File: config.mk
export PLATFORM = sky130hd
export DESIGN_NAME = sfr_wr_issue_flat
export DESIGN_NICKNAME = d
export VERILOG_FILES = /design/src/rtl/sfr_wr_if.sv /design/src/rtl/sfr_wr_issue.sv /design/src/flat_wrapper.sv
export SDC_FILE = /design/constraint.sdc
export NUM_CORES = 1
export LEC_CHECK = 0
export ABC_AREA = 0
export CAP_MARGIN = 20
export CORE_UTILIZATION = 30
export CTS_CLUSTER_DIAMETER = 80
export CTS_CLUSTER_SIZE = 14
export DETAILED_ROUTE_END_ITERATION = 7
export MAX_ROUTING_LAYER = met4
export PLACE_DENSITY_LB_ADDON = 0.08
export REMOVE_ABC_BUFFERS = 1
export SKIP_LAST_GASP = 1
export SYNTH_ARGS = -nofsm -noshare
export SYNTH_HDL_FRONTEND = slang
export SYNTH_SLANG_ARGS = --single-unit
File: constraint.sdc
create_clock -name clock -period 3.6 [get_ports clock]
set_input_delay 0.36 -clock clock [delete_from_list [all_inputs] [get_ports clock]]
set_output_delay 0.36 -clock clock [all_outputs]
set_load 0.05 [all_outputs]
File: src/rtl/sfr_wr_if.sv
// SFR write-issue port bundle: request side from execute, hazard probe, and the
// registered SFR write bus driven by sfr_wr_issue.
`timescale 1ns/1ps
interface sfr_wr_if #(
    parameter int DEPTH = 4
);
    localparam int CW = $clog2(DEPTH) + 1;

    logic          req_valid;
    logic          req_ready;
    logic [1:0]    req_type;
    logic [7:0]    req_addr;
    logic [15:0]   req_data;
    logic [7:0]    chk_addr;
    logic          chk_hit;
    logic          wr_en;
    logic          wr_bit_en;
    logic [7:0]    addr;
    logic [7:0]    data_out;
    logic          bit_out;
    logic          err_type;
    logic          empty;
    logic [CW-1:0] count;

    // master: the write-issue block itself
    modport master (
        input  req_valid, req_type, req_addr, req_data, chk_addr,
        output req_ready, chk_hit, wr_en, wr_bit_en, addr, data_out, bit_out,
               err_type, empty, count
    );

    // slave: execute/decode and the SFR blocks around it
    modport slave (
        output req_valid, req_type, req_addr, req_data, chk_addr,
        input  req_ready, chk_hit, wr_en, wr_bit_en, addr, data_out, bit_out,
               err_type, empty, count
    );
endinterface

File: src/rtl/sfr_wr_issue.sv
// Queues SFR write-back requests and issues them as single-cycle byte/bit strobes;
// word requests become two byte writes (addr, addr+1). Also flags read hazards.
`timescale 1ns/1ps
module sfr_wr_issue #(
    parameter int DEPTH = 4
) (
    input  logic      clock,
    input  logic      reset,
    sfr_wr_if.master  bus
);
    localparam int AW = $clog2(DEPTH);
    localparam int CW = AW + 1;

    localparam logic [1:0] T_BYTE = 2'b00;
    localparam logic [1:0] T_BIT  = 2'b01;
    localparam logic [1:0] T_WORD = 2'b10;

    typedef enum logic [0:0] {ISSUE, WORD_HI} state_t;

    typedef struct packed {
        logic [1:0]  typ;
        logic [7:0]  a;
        logic [15:0] d;
    } req_t;

    req_t          fifo [DEPTH];
    logic [AW-1:0] wr_ptr, rd_ptr;
    logic [CW-1:0] count_q;
    state_t        state_q, state_d;

    logic       wr_en_q, wr_en_d;
    logic       wr_bit_en_q, wr_bit_en_d;
    logic [7:0] addr_q, addr_d;
    logic [7:0] data_q, data_d;
    logic       bit_q, bit_d;
    logic       err_q, err_d;
    logic [7:0] hi_q, hi_d;
    logic [7:0] hi_addr_q, hi_addr_d;

    logic push, pop;
    req_t head;

    assign bus.req_ready = (count_q < CW'(DEPTH)) && !reset;
    assign push          = bus.req_valid && bus.req_ready;
    assign head          = fifo[rd_ptr];

    always_comb begin
        state_d     = state_q;
        pop         = 1'b0;
        wr_en_d     = 1'b0;
        wr_bit_en_d = 1'b0;
        err_d       = 1'b0;
        addr_d      = addr_q;
        data_d      = data_q;
        bit_d       = bit_q;
        hi_d        = hi_q;
        hi_addr_d   = hi_addr_q;
        unique case (state_q)
            ISSUE: begin
                if (count_q != '0) begin
                    pop = 1'b1;
                    unique case (head.typ)
                        T_BYTE: begin
                            wr_en_d = 1'b1;
                            addr_d  = head.a;
                            data_d  = head.d[7:0];
                        end
                        T_BIT: begin
                            wr_en_d     = 1'b1;
                            wr_bit_en_d = 1'b1;
                            addr_d      = head.a;
                            bit_d       = head.d[0];
                        end
                        T_WORD: begin
                            wr_en_d   = 1'b1;
                            addr_d    = head.a;
                            data_d    = head.d[7:0];
                            hi_d      = head.d[15:8];
                            hi_addr_d = head.a + 8'd1;
                            state_d   = WORD_HI;
                        end
                        default: err_d = 1'b1;
                    endcase
                end
            end
            WORD_HI: begin
                wr_en_d = 1'b1;
                addr_d  = hi_addr_q;
                data_d  = hi_q;
                state_d = ISSUE;
            end
            default: state_d = ISSUE;
        endcase
    end

    always_ff @(posedge clock) begin
        if (reset) begin
            state_q     <= ISSUE;
            wr_ptr      <= '0;
            rd_ptr      <= '0;
            count_q     <= '0;
            wr_en_q     <= 1'b0;
            wr_bit_en_q <= 1'b0;
            addr_q      <= '0;
            data_q      <= '0;
            bit_q       <= 1'b0;
            err_q       <= 1'b0;
            hi_q        <= '0;
            hi_addr_q   <= '0;
        end else begin
            state_q     <= state_d;
            wr_en_q     <= wr_en_d;
            wr_bit_en_q <= wr_bit_en_d;
            addr_q      <= addr_d;
            data_q      <= data_d;
            bit_q       <= bit_d;
            err_q       <= err_d;
            hi_q        <= hi_d;
            hi_addr_q   <= hi_addr_d;
            if (push) wr_ptr <= wr_ptr + 1'b1;
            if (pop)  rd_ptr <= rd_ptr + 1'b1;
            case ({push, pop})
                2'b10:   count_q <= count_q + 1'b1;
                2'b01:   count_q <= count_q - 1'b1;
                default: count_q <= count_q;
            endcase
        end
    end

    // Storage needs no reset: slots are only read when covered by count_q.
    always_ff @(posedge clock) begin
        if (push) fifo[wr_ptr] <= '{typ: bus.req_type, a: bus.req_addr, d: bus.req_data};
    end

    // Bit writes alias the byte whose address has bit[2:0] cleared.
    function automatic logic hit_rule(input logic [1:0] typ, input logic [7:0] a,
                                      input logic [7:0] c);
        logic [7:0] a1;
        a1 = a + 8'd1;
        case (typ)
            T_BYTE:  hit_rule = (a == c);
            T_BIT:   hit_rule = (a[7:3] == c[7:3]) && (c[2:0] == 3'd0);
            T_WORD:  hit_rule = (a == c) || (a1 == c);
            default: hit_rule = 1'b0;
        endcase
    endfunction

    always_comb begin
        logic [AW-1:0] slot;
        bus.chk_hit = 1'b0;
        slot        = '0;
        for (int i = 0; i < DEPTH; i++) begin
            slot = rd_ptr + AW'(i);
            if ((CW'(i) < count_q) && hit_rule(fifo[slot].typ, fifo[slot].a, bus.chk_addr))
                bus.chk_hit = 1'b1;
        end
        if ((state_q == WORD_HI) && (hi_addr_q == bus.chk_addr))
            bus.chk_hit = 1'b1;
        if (wr_en_q && hit_rule(wr_bit_en_q ? T_BIT : T_BYTE, addr_q, bus.chk_addr))
            bus.chk_hit = 1'b1;
    end

    assign bus.wr_en     = wr_en_q;
    assign bus.wr_bit_en = wr_bit_en_q;
    assign bus.addr      = addr_q;
    assign bus.data_out  = data_q;
    assign bus.bit_out   = bit_q;
    assign bus.err_type  = err_q;
    assign bus.count     = count_q;
    assign bus.empty     = (count_q == '0) && (state_q == ISSUE);
endmodule

File: src/flat_wrapper.sv
// flat-port wrapper written by rule: the top's interface ports become plain ports
module sfr_wr_issue_flat 
#(
    parameter int DEPTH = 4
)
  (clock, reset, bus_req_valid, bus_req_type, bus_req_addr, bus_req_data, bus_chk_addr, bus_req_ready, bus_chk_hit, bus_wr_en, bus_wr_bit_en, bus_addr, bus_data_out, bus_bit_out, bus_err_type, bus_empty, bus_count);
  sfr_wr_if #(.DEPTH(DEPTH)) bus_i ();
  input  logic clock;
  input  logic reset;
  input wire logic [$bits(bus_i.req_valid)-1:0] bus_req_valid;
  input wire logic [$bits(bus_i.req_type)-1:0] bus_req_type;
  input wire logic [$bits(bus_i.req_addr)-1:0] bus_req_addr;
  input wire logic [$bits(bus_i.req_data)-1:0] bus_req_data;
  input wire logic [$bits(bus_i.chk_addr)-1:0] bus_chk_addr;
  output wire logic [$bits(bus_i.req_ready)-1:0] bus_req_ready;
  output wire logic [$bits(bus_i.chk_hit)-1:0] bus_chk_hit;
  output wire logic [$bits(bus_i.wr_en)-1:0] bus_wr_en;
  output wire logic [$bits(bus_i.wr_bit_en)-1:0] bus_wr_bit_en;
  output wire logic [$bits(bus_i.addr)-1:0] bus_addr;
  output wire logic [$bits(bus_i.data_out)-1:0] bus_data_out;
  output wire logic [$bits(bus_i.bit_out)-1:0] bus_bit_out;
  output wire logic [$bits(bus_i.err_type)-1:0] bus_err_type;
  output wire logic [$bits(bus_i.empty)-1:0] bus_empty;
  output wire logic [$bits(bus_i.count)-1:0] bus_count;
  assign bus_i.req_valid = bus_req_valid;
  assign bus_i.req_type = bus_req_type;
  assign bus_i.req_addr = bus_req_addr;
  assign bus_i.req_data = bus_req_data;
  assign bus_i.chk_addr = bus_chk_addr;
  assign bus_req_ready = bus_i.req_ready;
  assign bus_chk_hit = bus_i.chk_hit;
  assign bus_wr_en = bus_i.wr_en;
  assign bus_wr_bit_en = bus_i.wr_bit_en;
  assign bus_addr = bus_i.addr;
  assign bus_data_out = bus_i.data_out;
  assign bus_bit_out = bus_i.bit_out;
  assign bus_err_type = bus_i.err_type;
  assign bus_empty = bus_i.empty;
  assign bus_count = bus_i.count;
  sfr_wr_issue #(.DEPTH(DEPTH)) u_core (.clock(clock), .reset(reset), .bus(bus_i));
endmodule
# After elaboration in Yosys (flattened, before gate mapping)
# Memories as Yosys holds them, arrays and structs flattened. A register that Yosys moved wholly into a read port is not among the register bits.
# Index checks and enable logic that the tools add are counted.
dict set report op_classes {
  add_sub_neg 11
  n_lt_le_gt_ge 5
  n_eq_ne 31
  n_mux 33
  bitwise 2
  n_reduce_logical 36
}
# op count
set ops {}
lappend ops {{equality test 8 bit} 11}
lappend ops {{adder 8 x 1 -> 8 bit (second input constant)} 5}
lappend ops {{two-way mux 8 bit} 4}
lappend ops {{one-hot mux 8 bit (2 select lines)} 2}
lappend ops {{equality test 5 bit} 5}
lappend ops {{two-way mux 1 bit} 17}
lappend ops {{one-hot mux 1 bit (3 select lines)} 5}
lappend ops {{logical AND 1 bit} 14}
lappend ops {{equality test 2 x 1 -> 1 bit (second input constant)} 6}
lappend ops {{equality test 2 bit (second input constant)} 6}
lappend ops {{logical NOT 2 bit} 5}
lappend ops {{logical NOT 3 bit} 2}
lappend ops {{< comparator 1 x 3 -> 1 bit (first input constant)} 2}
lappend ops {{< comparator 2 x 3 -> 1 bit (first input constant)} 2}
lappend ops {{one-hot mux 3 bit (2 select lines)} 1}
lappend ops {{AND reduction 3 bit} 2}
lappend ops {{OR reduction 3 bit} 2}
lappend ops {{logical OR 1 bit} 5}
lappend ops {{adder 2 x 1 -> 2 bit (second input constant)} 2}
lappend ops {{adder 2 bit (second input constant)} 2}
lappend ops {{two-way mux 2 bit} 2}
lappend ops {{!= test 2 bit (second input constant)} 2}
lappend ops {{one-hot mux 1 bit (2 select lines)} 2}
lappend ops {{AND reduction 2 bit} 2}
lappend ops {{other kinds (9)} 10}
dict set report word_totals {
  register_bits 44
  ram_bits 104
  in_bits 37
  out_inout_bits 26
  word_cells 131
  mem_count 1
}
# memory words width rd rd_clocked_by_memory_dff wr line
set memory_table {}
lappend memory_table {u_core.fifo 4 26 4 1 1 sfr_wr_issue.sv:26} ;# req_t fifo [DEPTH];

# Logic depth before layout (Yosys ltp)
# An unclocked memory read counts as a cell.
dict set report depth {
  word_depth 12
  mapped_depth 11
  depth_no_buf 9
}

# Least setup slack after synthesis
# Ideal clock, no wire load.
dict set report synth_path {
  path_kind {register -> output}
  startpoint {register (tool-made name)}
  endpoint {output bus_chk_hit}
  arrival_time_ns 2.958
  t_required_ns 3.240
  slack_ns 0.282
  stages_incl_launch_ff 11
  path_buffers 2
  path_cell_list {dfxtp_1 > buf_4 > buf_6 > mux4_2 > ha_1 > xor2_1 > or4b_1 > nor3_1 > o311a_1 > nand4_1 > o2111ai_1}
}
# element line
set synth_lines {}
lappend synth_lines {{end: declaration} flat_wrapper.sv:16} ;# output wire logic [$bits(bus_i.chk_hit)-1:0] bus_chk_hit;

# Worst setup path after layout
dict set report layout_path {
  startpoint {register u_core.rd_ptr[0]}
  endpoint {output bus_chk_hit}
}
dict set report layout_via {
  elab_chain_cells 12
  word_cells_on_any_way 42
  classes_between {add/sub (6); eq/ne (15); mux (8); reduce/logical (12); memory (1)}
}
# element line
set layout_rtl {}
lappend layout_rtl {{start: declaration} sfr_wr_issue.sv:27} ;# logic [AW-1:0] wr_ptr, rd_ptr;
lappend layout_rtl {{start signal: assignment} sfr_wr_issue.sv:121} ;# if (pop) rd_ptr <= rd_ptr + 1'b1;
lappend layout_rtl {{adder 2 x 1 -> 2 bit} sfr_wr_issue.sv:153} ;# slot = rd_ptr + AW'(i);
lappend layout_rtl {{memory read (4 x 26 bit) *} n/a}
lappend layout_rtl {{adder 8 x 1 -> 8 bit} sfr_wr_issue.sv:139} ;# a1 = a + 8'd1;
lappend layout_rtl {{equality test 8 bit} sfr_wr_issue.sv:143} ;# T_WORD: hit_rule = (a == c) || (a1 == c);
lappend layout_rtl {{logical OR 1 bit} sfr_wr_issue.sv:143}
lappend layout_rtl {{one-hot mux 1 bit (3 select lines)} sfr_wr_issue.sv:140} ;# case (typ)
lappend layout_rtl {{logical AND 1 bit} sfr_wr_issue.sv:154} ;# if ((CW'(i) < count_q) && hit_rule(fifo[slot].typ, fifo[slot].a, bus.chk_addr))
lappend layout_rtl {{two-way mux 1 bit (2 in series)} sfr_wr_issue.sv:154}
lappend layout_rtl {{two-way mux 1 bit *} sfr_wr_issue.sv:154}
lappend layout_rtl {{two-way mux 1 bit *} sfr_wr_issue.sv:157} ;# if ((state_q == WORD_HI) && (hi_addr_q == bus.chk_addr))
lappend layout_rtl {{two-way mux 1 bit *} sfr_wr_issue.sv:159} ;# if (wr_en_q && hit_rule(wr_bit_en_q ? T_BIT : T_BYTE, addr_q, bus.chk_addr))
# Mark *: on every way between the ends. The rest lies on a longest branch, timed or not.

==> metrics.txt <==
total grt overflow 0; drt initial violations 370; DRC 3; Core ar. 26400 um^2; vias in the first global route around 5600; antenna-violating nets left 0; quantity of I/O buffers inserted on ports 62; multiplexer share of the synthesized area 20.2%; critical path data arrival time 3.15 ns; CP bufs+invs 2; Placement Cell Area 9190 um^2; final hold viol count 0; height of the die 167 um; Detailed Route WL 20500 um; hold_ws 0.480 ns; largest family of logic cells by synthesized area multiplexers; first-pass GRT wire length 32700 um; synthesized area 8130 um^2; unrepaired setup endpoints after global routing yes; Setup TNS 0 ns; top cell type by total area after synthesis edfxtp_1; fmax between 0.2 and 0.3 GHz; maximum VDD drop 352 uV; Worst Hold Class reg2reg; Root Driver clkbuf_16; pin count of the biggest net entering global routing 46; largest cells by area after synthesis edfxtp_1 38%, mux4_2 12%, dfxtp_1 11%; CP Max Fanout 14; crit path time final 3.51 ns; slowest CP cell mux4_2; H-Tree Depth 4; area share of fa/ha/maj cells after synthesis 2.00%; maximum root-to-sink buffer count 2; asr flop ratio synth 0%; Initial Utilization a little under a third; post-synthesis sequential area ratio just under 50%; Chip Width between 150 and 200 um; Yosys reg bits 150; gr usage total 16.0%; Ys Warns 0; Req. time, crit path 3.24 ns; total CTS buffers 17; hpwl dp 14000 um; Max Cap Viol 0; Worst-Margin Slew 0.616 ns; gpl congestion 0.850; Final Cell Area 10000 um^2; crit-path cells buf_12 -> mux4_2 -> xnor2_2 -> or4b_4 -> a2111oi_4 -> o211ai_1 -> o2111ai_2 -> buf_12; mean post-synth cell area 13.2 um^2; most common cell in the netlist edfxtp_1; Max Slew Vio Count 0; Vias/cell 5.21; dpl cells approximately 1000; ys flop type edfxtp_1; post-synthesis simple-gate area fraction 10.4%; critical path launch point type flip-flop; # IOs 63; layout cells sized above 1 21.8%; area grow syn2layout 23.0%; crit path capture type primary output; routed len/inst 19.6 um; complex-gate fraction of the synthesized area 6.46%; CP most frequent cell buf_12; row count 59; clock tree from TritonCTS built; Commonest cells post-synth 104 x edfxtp_1, 61 x nor2_1, 46 x dfxtp_1, 44 x mux4_2, 37 x xnor2_1; final setup vio count 0; leakage power 3.33 nW; run status finished, violations left; post-synth cell types 70; Clock Sinks 150; Yosys top cell area share 38.4%; worst-skew pair later-pin latency between 0.4 and 0.5 ns; violated checks design-rule violations; Layout Cells excl Fill about 1000; Slew headroom around three fifths; Crit path max-delay family compound AO/OA/AOI/OAI gates; Clock Pin Slew Worst Setup and Hold Paths ~0.070 ns; power per cell area 787 nW/um^2; drt pass-1 iters 8; xor/xnor share of the synthesized area under 10%; clk_skew 0.0152 ns; Post-synth EDFFs 104; Final #Nets 749; Syn Inst Count 615; antenna violations before repair 0; routed vias 5450; filler instances ~2500; CP peak stage delay roughly 0.59 ns; ant diodes 0; crit share post-route 97.6%; Die ar. 27800 um^2; Worst Setup Path Type reg2out
## what timing repair did
item	4_1_cts	5_1_grt
resized for setup	8	15
pin swaps	0	1
buffers inserted	7	5
setup endpoints to repair	1	1
hold buffers	0	0
gates cloned	1	0
hold endpoints to repair	0	0
## report_power, final
group / internal (W) / switching (W) / leakage [nW]
logic: 0.00161 / 0.00211 / 1.72
clock network: 0.000941 / 0.000867 / 0.288
registers: 0.00212 / 0.000217 / 1.32
## tightest hold or removal path, cell delays in order, from the launching register on
cell and delay (ns):
dfxtp_1 0.31, o21ai_0 0.06, a21oi_1 0.06
## kinds of logic (layout without fill, tap and decap cells)
kind of cell	Yosys count	in the layout
fa+ha+maj	13	13
buf+inv	50	147
flops	150	150
simple gates	164	164
mux	92	92
compound gates	75	75
xor+xnor	71	71
## routing by layer
layer	share of wire, %	global-route usage [%]	vias up
met5	0	-	-
met4	1.5	4.43	0
met3	4.5	3.33	27
met2	50	26.4	121
met1	44	19.9	2749
li1	-	-	2553
## metrics by stage
stage / utilization, % / power (W) / setup WS, ns
floorplan: - / 0.00485 / -0.595
global route: 38.0 / 0.00838 / -0.0626
CTS: 37.6 / 0.00791 / 0.00240
detailed placement: 34.9 / 0.00596 / 0.301
global placement: 34.9 / 0.00594 / 0.268
finish: 38.0 / 0.00787 / 0.0881
## layout make-up
cell class              count  area [um^2]  share of cell area (%)
clock inverters            15          179                    1.79
well taps                 335          419                    4.19
inverters                  11         41.3                   0.413
flip-flops and latches    150         4060                    40.5
multi-input cells         415         3890                    38.9
repair buffers            104          995                    9.94
clock buffers              17          425                    4.25
## worst paths after layout
check,cells after the start,endpoint,slack (ns),startpoint
setup / recovery,8,bus_chk_hit,0.09,u_core.rd_ptr[0]
setup reg to reg,8,u_core.bus.count[2],1.36,u_core.bus.count[0]
hold reg to reg,2,u_core.bus.bit_out,0.48,u_core.bus.bit_out
hold / removal,2,u_core.bus.bit_out,0.48,u_core.bus.bit_out
## registers in the layout, summed over array words and instances (netlist names), named ones only
register and flops:
u_core.bus.data_out 8, u_core.bus.wr_en 1, u_core.bus.addr 8, u_core.bus.count 3
u_core.hi_addr_q 8, u_core.bus.wr_bit_en 1, u_core.bus.err_type 1, u_core.wr_ptr 2
u_core.bus.bit_out 1, u_core.fifo 104, u_core.rd_ptr 2, u_core.state_q 1
u_core.hi_q 8
## layout by cell type, fill, tap and decap left out, types with 4 or more instances in the layout
cell type / synthesis / layout
nand2_1: 18 / 18
xnor2_2: 2 / 4
edfxtp_1: 104 / 104
nor2b_1: 4 / 4
mux2i_1: 34 / 34
and3_1: 5 / 4
clkbuf_16: 0 / 17
inv_8: 0 / 5
nand4_1: 16 / 16
a31oi_1: 5 / 4
nor3_1: 11 / 10
dfxtp_1: 46 / 43
xnor2_1: 37 / 35
a211oi_1: 13 / 13
nor2_1: 61 / 61
clkdlybuf4s50_1: 0 / 60
mux2_2: 4 / 4
or3_1: 4 / 4
o21ai_0: 9 / 9
buf_4: 1 / 38
and2_1: 4 / 4
inv_1: 11 / 11
clkinv_8: 0 / 4
xor2_1: 32 / 31
mux4_2: 44 / 47
mux4_1: 10 / 7
o31ai_1: 4 / 4
nand3_1: 14 / 14
ha_1: 13 / 11
a21oi_1: 17 / 17
No activity file was read; power rests on OpenSTA's default activity.
